**src/rtl/ahb_pkg.sv**
```systemverilog
// Shared AHB-Lite definitions used by the load sequencer and its watchdog timer.
package ahb_pkg;

    typedef enum logic [1:0] {
        IDLE   = 2'b00,
        BUSY   = 2'b01,
        NONSEQ = 2'b10,
        SEQ    = 2'b11
    } htrans_t;

    localparam logic [2:0] BYTE = 3'b000;
    localparam logic [2:0] HALF = 3'b001;
    localparam logic [2:0] WORD = 3'b010;

    typedef enum logic [1:0] {
        ST_IDLE,
        ST_ADDR,
        ST_DATA,
        ST_ERR
    } ld_seq_state_t;

    // Size 3 has no legal encoding, so it is rejected like a misaligned access.
    function automatic logic is_misaligned(input logic [1:0] size, input logic [1:0] addr_lo);
        logic w_bad;
        w_bad = 1'b1;
        if ({1'b0, size} == BYTE)
            w_bad = 1'b0;
        else if ({1'b0, size} == HALF)
            w_bad = addr_lo[0];
        else if ({1'b0, size} == WORD)
            w_bad = (addr_lo != 2'b00);
        return w_bad;
    endfunction

endpackage

```
**src/rtl/ahb_wait_timer.sv**
```systemverilog
// Watchdog counter of consecutive HREADY-low cycles; only built with AHB_LOAD_SEQ_TIMEOUT_EN.
module ahb_wait_timer #(
    parameter int LIMIT = 256
) (
    input  logic clk,
    input  logic rst,
    input  logic i_clr,
    input  logic i_inc,
    output logic o_expired
);

    localparam int CNT_W = $clog2(LIMIT + 1);

    logic [CNT_W-1:0] r_count;

    // Fires on the LIMIT-th low cycle so the sequencer leaves on that edge.
    assign o_expired = i_inc && (r_count == CNT_W'(LIMIT - 1));

    always_ff @(posedge clk or posedge rst) begin
        if (rst)
            r_count <= '0;
        else if (i_clr || o_expired)
            r_count <= '0;
        else if (i_inc)
            r_count <= r_count + 1'b1;
    end

endmodule

```
**src/rtl/ahb_load_sequencer.sv**
```systemverilog
// Single-outstanding AHB-Lite read master driving the HRDATA pipeline register clear/load.
// Optional HREADY watchdog enabled by defining AHB_LOAD_SEQ_TIMEOUT_EN.
module ahb_load_sequencer
    import ahb_pkg::*;
#(
    parameter int ADDR_W         = 32,
    parameter int TIMEOUT_CYCLES = 256
) (
    input  logic              clk,
    input  logic              rst,
    input  logic              ld_valid,
    output logic              ld_ready,
    input  logic [ADDR_W-1:0] ld_addr,
    input  logic [1:0]        ld_size,
    input  logic              flush,
    output logic [ADDR_W-1:0] HADDR,
    output logic [1:0]        HTRANS,
    output logic [2:0]        HSIZE,
    output logic              HWRITE,
    input  logic              HREADY,
    input  logic              HRESP,
    output logic              pr_clr,
    output logic              rd_valid,
    output logic              ld_err,
    output logic              stall
);

    ld_seq_state_t     r_state;
    ld_seq_state_t     w_next;
    htrans_t           r_htrans;
    logic [ADDR_W-1:0] r_haddr;
    logic [2:0]        r_hsize;
    logic              r_rd_valid;
    logic              r_ld_err;
    logic              r_kill;

    logic w_busy;
    logic w_accept;
    logic w_misaligned;
    logic w_kill;
    logic w_load_done;
    logic w_err_done;
    logic w_timeout;

    assign w_busy       = (r_state != ST_IDLE);
    assign ld_ready     = (r_state == ST_IDLE) && !flush && !rst;
    assign w_accept     = ld_valid && ld_ready;
    assign w_misaligned = is_misaligned(ld_size, ld_addr[1:0]);
    // A flush seen in the completion cycle itself also kills the load.
    assign w_kill       = r_kill || flush;
    assign w_load_done  = (r_state == ST_DATA) && HREADY && !HRESP;
    assign w_err_done   = ((r_state == ST_ERR) && HREADY) ||
                          ((r_state == ST_DATA) && HREADY && HRESP);

    assign pr_clr   = !(w_load_done && !w_kill);
    assign stall    = w_busy;
    assign HADDR    = r_haddr;
    assign HTRANS   = r_htrans;
    assign HSIZE    = r_hsize;
    assign HWRITE   = 1'b0;
    assign rd_valid = r_rd_valid;
    assign ld_err   = r_ld_err;

`ifdef AHB_LOAD_SEQ_TIMEOUT_EN
    logic w_timer_inc;
    logic w_timer_clr;

    assign w_timer_inc = w_busy && !HREADY;
    assign w_timer_clr = !w_busy || HREADY;

    ahb_wait_timer #(
        .LIMIT(TIMEOUT_CYCLES)
    ) u_wait_timer (
        .clk      (clk),
        .rst      (rst),
        .i_clr    (w_timer_clr),
        .i_inc    (w_timer_inc),
        .o_expired(w_timeout)
    );
`else
    assign w_timeout = 1'b0;
`endif

    always_ff @(posedge clk or posedge rst) begin
        if (rst)
            r_state <= ST_IDLE;
        else
            r_state <= w_next;
    end

    // NOTE: next state gets its default before the case so no path infers a latch.
    always_comb begin
        w_next = r_state;
        case (r_state)
            ST_IDLE: if (w_accept && !w_misaligned) w_next = ST_ADDR;
            ST_ADDR: if (HREADY) w_next = ST_DATA;
            ST_DATA: begin
                if (HREADY)
                    w_next = ST_IDLE;
                else if (HRESP)
                    w_next = ST_ERR;
            end
            ST_ERR:  if (HREADY) w_next = ST_IDLE;
            default: w_next = ST_IDLE;
        endcase
        if (w_timeout)
            w_next = ST_IDLE;
    end

    // NOTE: registered state uses non-blocking assignments so every flop samples pre-edge values.
    always_ff @(posedge clk or posedge rst) begin
        if (rst) begin
            r_htrans   <= IDLE;
            r_haddr    <= '0;
            r_hsize    <= BYTE;
            r_rd_valid <= 1'b0;
            r_ld_err   <= 1'b0;
            r_kill     <= 1'b0;
        end else begin
            r_rd_valid <= w_load_done && !w_kill;
            r_ld_err   <= (w_accept && w_misaligned) ||
                          ((w_err_done || w_timeout) && !w_kill);
            r_kill     <= (w_next != ST_IDLE) && w_kill;
            if (w_accept && !w_misaligned) begin
                r_haddr  <= ld_addr;
                r_hsize  <= {1'b0, ld_size};
                r_htrans <= NONSEQ;
            end else if (((r_state == ST_ADDR) && HREADY) || w_timeout) begin
                r_htrans <= IDLE;
            end
        end
    end

endmodule

```
**config.mk**
```make
export PLATFORM = sky130hd
export DESIGN_NAME = ahb_load_sequencer
export DESIGN_NICKNAME = d
export VERILOG_FILES = /design/src/rtl/ahb_pkg.sv /design/src/rtl/ahb_wait_timer.sv /design/src/rtl/ahb_load_sequencer.sv
export SDC_FILE = /design/constraint.sdc
export NUM_CORES = 1
export LEC_CHECK = 0
export CORE_ASPECT_RATIO = 0.9
export CORE_UTILIZATION = 43
export DETAILED_ROUTE_END_ITERATION = 6
export PLACE_DENSITY = 0.81
export SLEW_MARGIN = 20
export SYNTH_ARGS = -nofsm -noshare
export SYNTH_HDL_FRONTEND = slang
export SYNTH_HIERARCHICAL = 1
export SYNTH_SLANG_ARGS = --single-unit
```
**constraint.sdc**
```tcl
create_clock -name clk -period 3.9 [get_ports clk]
set_clock_uncertainty 0.05 [all_clocks]
set_input_delay 0.39 -clock clk [delete_from_list [all_inputs] [get_ports clk]]
set_output_delay 0.39 -clock clk [all_outputs]
set_load 0.03 [all_outputs]
```
==> flow_metrics.py <==
metrics = {
    "run_status": {
        "run_status": "complete, no violations",
    },
    "timing": {
        "rsz0062_at_grt": "no",
        "max_slew_margin_pct": 61.3,
        "finalCritPeriodShare_pct": 61.8,
        "period_needed_ns": 2.41,
        "tightest_slew_ns": 0.578,
        "tns_ns": 0,
        "finalHoldViolations": 0,
        "finalMaxSlewViolations": 0,
        "fmax_ghz": 0.415,
        "setup_violations": 0,
    },
    "drt": {
        "drt_iter0_markers": 72,
        "routed-via-count": 1143,
        "ant_nets": 0,
        "wl_per_cell_microns": 14.7,
        "via_per_inst": 4.84,
        "dr.pass1.iters": 4,
        "drc": 0,
        "wl_microns": 3470,
    },
    "place": {
        "io_buffers": 79,
        "place_congestion": 0.710,
        "dp_hpwl_microns": 2530,
        "placed_area_sq_um": 2510,
    },
    "min_path": {
        "hold_class": "reg2reg",
        "hp-start": "HTRANS[1]$_DFFE_PP0P_",
    },
    "job": {
        "drv_cap": 0,
    },
    "logic_synthesis": {
        "synthArstFlopShare_pct": 100,
        "yosys.area_share.simple_pct": 4.95,
        "ys_seq_area_share_pct": 59.1,
        "ys_seq_elements": 40,
        "muxShareOfSynthArea_pct": 28.6,
        "synth_edf_count": 0,
        "synth_top_family_by_area": "multiplexers",
        "syn_inst": 105,
        "synth_ff_type": "dfrtp_1",
        "yosys_warnings": 6,
        "yosys.area_share.adder_pct": 0,
        "syn_avg_cell_area_sq_um": 16.1,
        "syn_area_sq_um": 1690,
        "synth_compound_area_share_pct": 3.10,
        "synthTopCellsByCount": "dfrtp_1, mux2_4, mux2_2, nand2_1",
        "synth_top_area_share_pct": 59.1,
        "synth_cell_types": 19,
        "synth_xor_area_share_pct": 0,
        "synth_top_area_cell": "dfrtp_1",
        "synth_area_leaders": "dfrtp_1, mux2_4, mux2_2",
        "synthMostInstantiatedCell": "dfrtp_1",
    },
    "setup_path": {
        "crit_type": "in2out",
        "arrival_ns": 1.97,
        "crit_fanout": 3,
        "worstSetupStartpoint": "rst",
        "cpPeakStageDelay_ns": 0.74,
        "worstSetupStartpointType": "input pin",
        "critPathTopFamily": "buffers and inverters",
        "crit_top_cell": "clkdlybuf4s50_1",
        "path_cells": "clkdlybuf4s50_1, nor4_4, clkdlybuf4s50_1",
        "crit_buf_inv": 2,
        "critPathRequiredTime_ns": 3.46,
        "reg2reg_slack_ns": 1.82,
        "cp-end-kind": "output port",
        "reg2reg_from": "r_state[1]$_DFF_PP0_",
        "slowest_stage": "clkdlybuf4s50_1",
    },
    "cells_and_area": {
        "insertedDiodeCount": 0,
        "fill_cells": 247,
        "drive_gt1_share_pct": 25.3,
        "fin_area_sq_um": 2620,
        "areaGrowthSynthToFinish_pct": 54.9,
        "nets": 229,
    },
    "clocking": {
        "cts_tree": "done",
        "post-cts-setup-buffers": 0,
        "cts_buffer_depth": 2,
        "clock_sinks": 40,
        "cts_root_buf": "clkbuf_8",
        "clkLatencyLatePin_ns": 0.29,
        "clk_pin_slew_ns": 0.08,
        "cts_max_level": 2,
        "postCtsHoldBufs": 0,
        "ctsResizeCount": 0,
        "cts_buffers": 5,
    },
    "pwr": {
        "seqPwrFrac_pct": 35.4,
        "combPwrFrac_pct": 45.3,
        "power_density_nw_per_um2": 676,
        "switchingPower_w": 0.000623,
        "pwr-share-clk_pct": 19.3,
        "ir_drop_uv": 424,
        "cellInternalPower_w": 0.00115,
        "p_sw_share_pct": 35.1,
        "power.leakage_nw": 1.22,
    },
    "floorplan": {
        "pin_count": 83,
        "rows": 21,
        "start_util_pct": 45.4,
        "die_area_sq_um": 4190,
        "coreArea_sq_um": 3730,
        "die_h_microns": 61.5,
        "die_width_microns": 68.1,
    },
    "global_routing": {
        "grt-ovfl-total": 0,
        "grt_use_total_pct": 17.8,
        "grt_max_degree": 41,
        "grt_pass1_vias": 1150,
        "antenna_found_initial": 0,
        "grt_first_pass_wirelength_microns": 5220,
    },
}
power groups by stage:
stage / combinational (W) / clock (W) / sequential (W)
2_1_floorplan: 0.000209 / 0 / 0.000887
3_3_place_gp: 0.000800 / 0 / 0.000630
3_5_place_dp: 0.000808 / 0 / 0.000632
4_1_cts: 0.000811 / 0.000350 / 0.000629
5_1_grt: 0.000843 / 0.000374 / 0.000647
6_report: 0.000804 / 0.000342 / 0.000628
worst reg2reg max path: stages (launching register included):
cell and delay (ns):
dfrtp_1 0.49, nor4_4 0.44, o211ai_4 0.28, buf_4 0.35, mux2_4 0.35
cell families after synthesis:
| family | after synthesis |
|---|---|
| AOI/OAI and AO/OA | 7 |
| buffers and inverters | 9 |
| DFF | 40 |
| muxes | 34 |
| other | 1 |
| and+or+nand+nor | 14 |
layer usage:
layer	vias up	track usage, %	wire length [microns]
met1	553	22.2	1520
met5	-	0	0
met3	7	7.78	276
li1	523	-	-
met2	60	26.8	1610
met4	0	8.04	65
final cells by class:
class / count / area, sq um / share of cell area [%]
multi-input combinational: 58 / 632 / 24.1
inverter: 3 / 11.3 / 0.429
sequential: 40 / 1000 / 38.2
clock inverter: 3 / 46.3 / 1.77
clock buffer: 5 / 68.8 / 2.62
timing repair buffer: 81 / 806 / 30.7
tap: 46 / 57.6 / 2.19
path summary, 6_finish.rpt:
check / endpoint / depth (start not counted)
worst max-delay path: ld_ready / 3
worst min-delay path: HTRANS[1]$_DFFE_PP0P_ / 2
worst max register to register: HADDR[15]$_DFFE_PP0P_ / 4
worst min register to register: HTRANS[1]$_DFFE_PP0P_ / 2
max in group asynchronous: HADDR[14]$_DFFE_PP0P_ / 3
min in group asynchronous: HADDR[6]$_DFFE_PP0P_ / 3
through the flow:
step	hold slack [ns]	total power [W]	instances	utilization, %	worst slack [ns]
global route	0.478	0.00186	236	70.3	1.41
finish	0.432	0.00177	236	70.3	1.49
CTS	0.440	0.00179	236	70.3	1.49
global placement	0.411	0.00143	228	67.2	1.38
floorplan	0.436	0.00110	107	-	1.92
detailed placement	0.419	0.00144	228	67.2	1.30
flip-flops by register name (all words and copies together) (netlist names):
name	flops
HSIZE	2
HTRANS	1
ld_err	1
HADDR	32
r_kill	1
rd_valid	1
r_state	2
placed cells by master (no fill, tap or decap):
master | synthesis | routed
bufinv_16 | 0 | 1
buf_4 | 3 | 2
clkbuf_8 | 0 | 5
o211ai_4 | 1 | 1
inv_6 | 0 | 1
o21ai_0 | 2 | 2
clkinvlp_4 | 0 | 1
conb_1 | 1 | 3
nand3b_1 | 1 | 1
a21oi_1 | 3 | 3
nor4_4 | 1 | 1
nor2_1 | 2 | 2
mux2_2 | 7 | 7
nand2_1 | 5 | 5
nand4_1 | 1 | 1
inv_1 | 3 | 3
dfrtp_1 | 40 | 40
o22ai_1 | 1 | 1
clkdlybuf4s50_1 | 0 | 79
or2_2 | 2 | 2
nor3_1 | 1 | 1
nand3_1 | 1 | 1
mux2_4 | 27 | 27
Power figures use the tool's default switching activity.
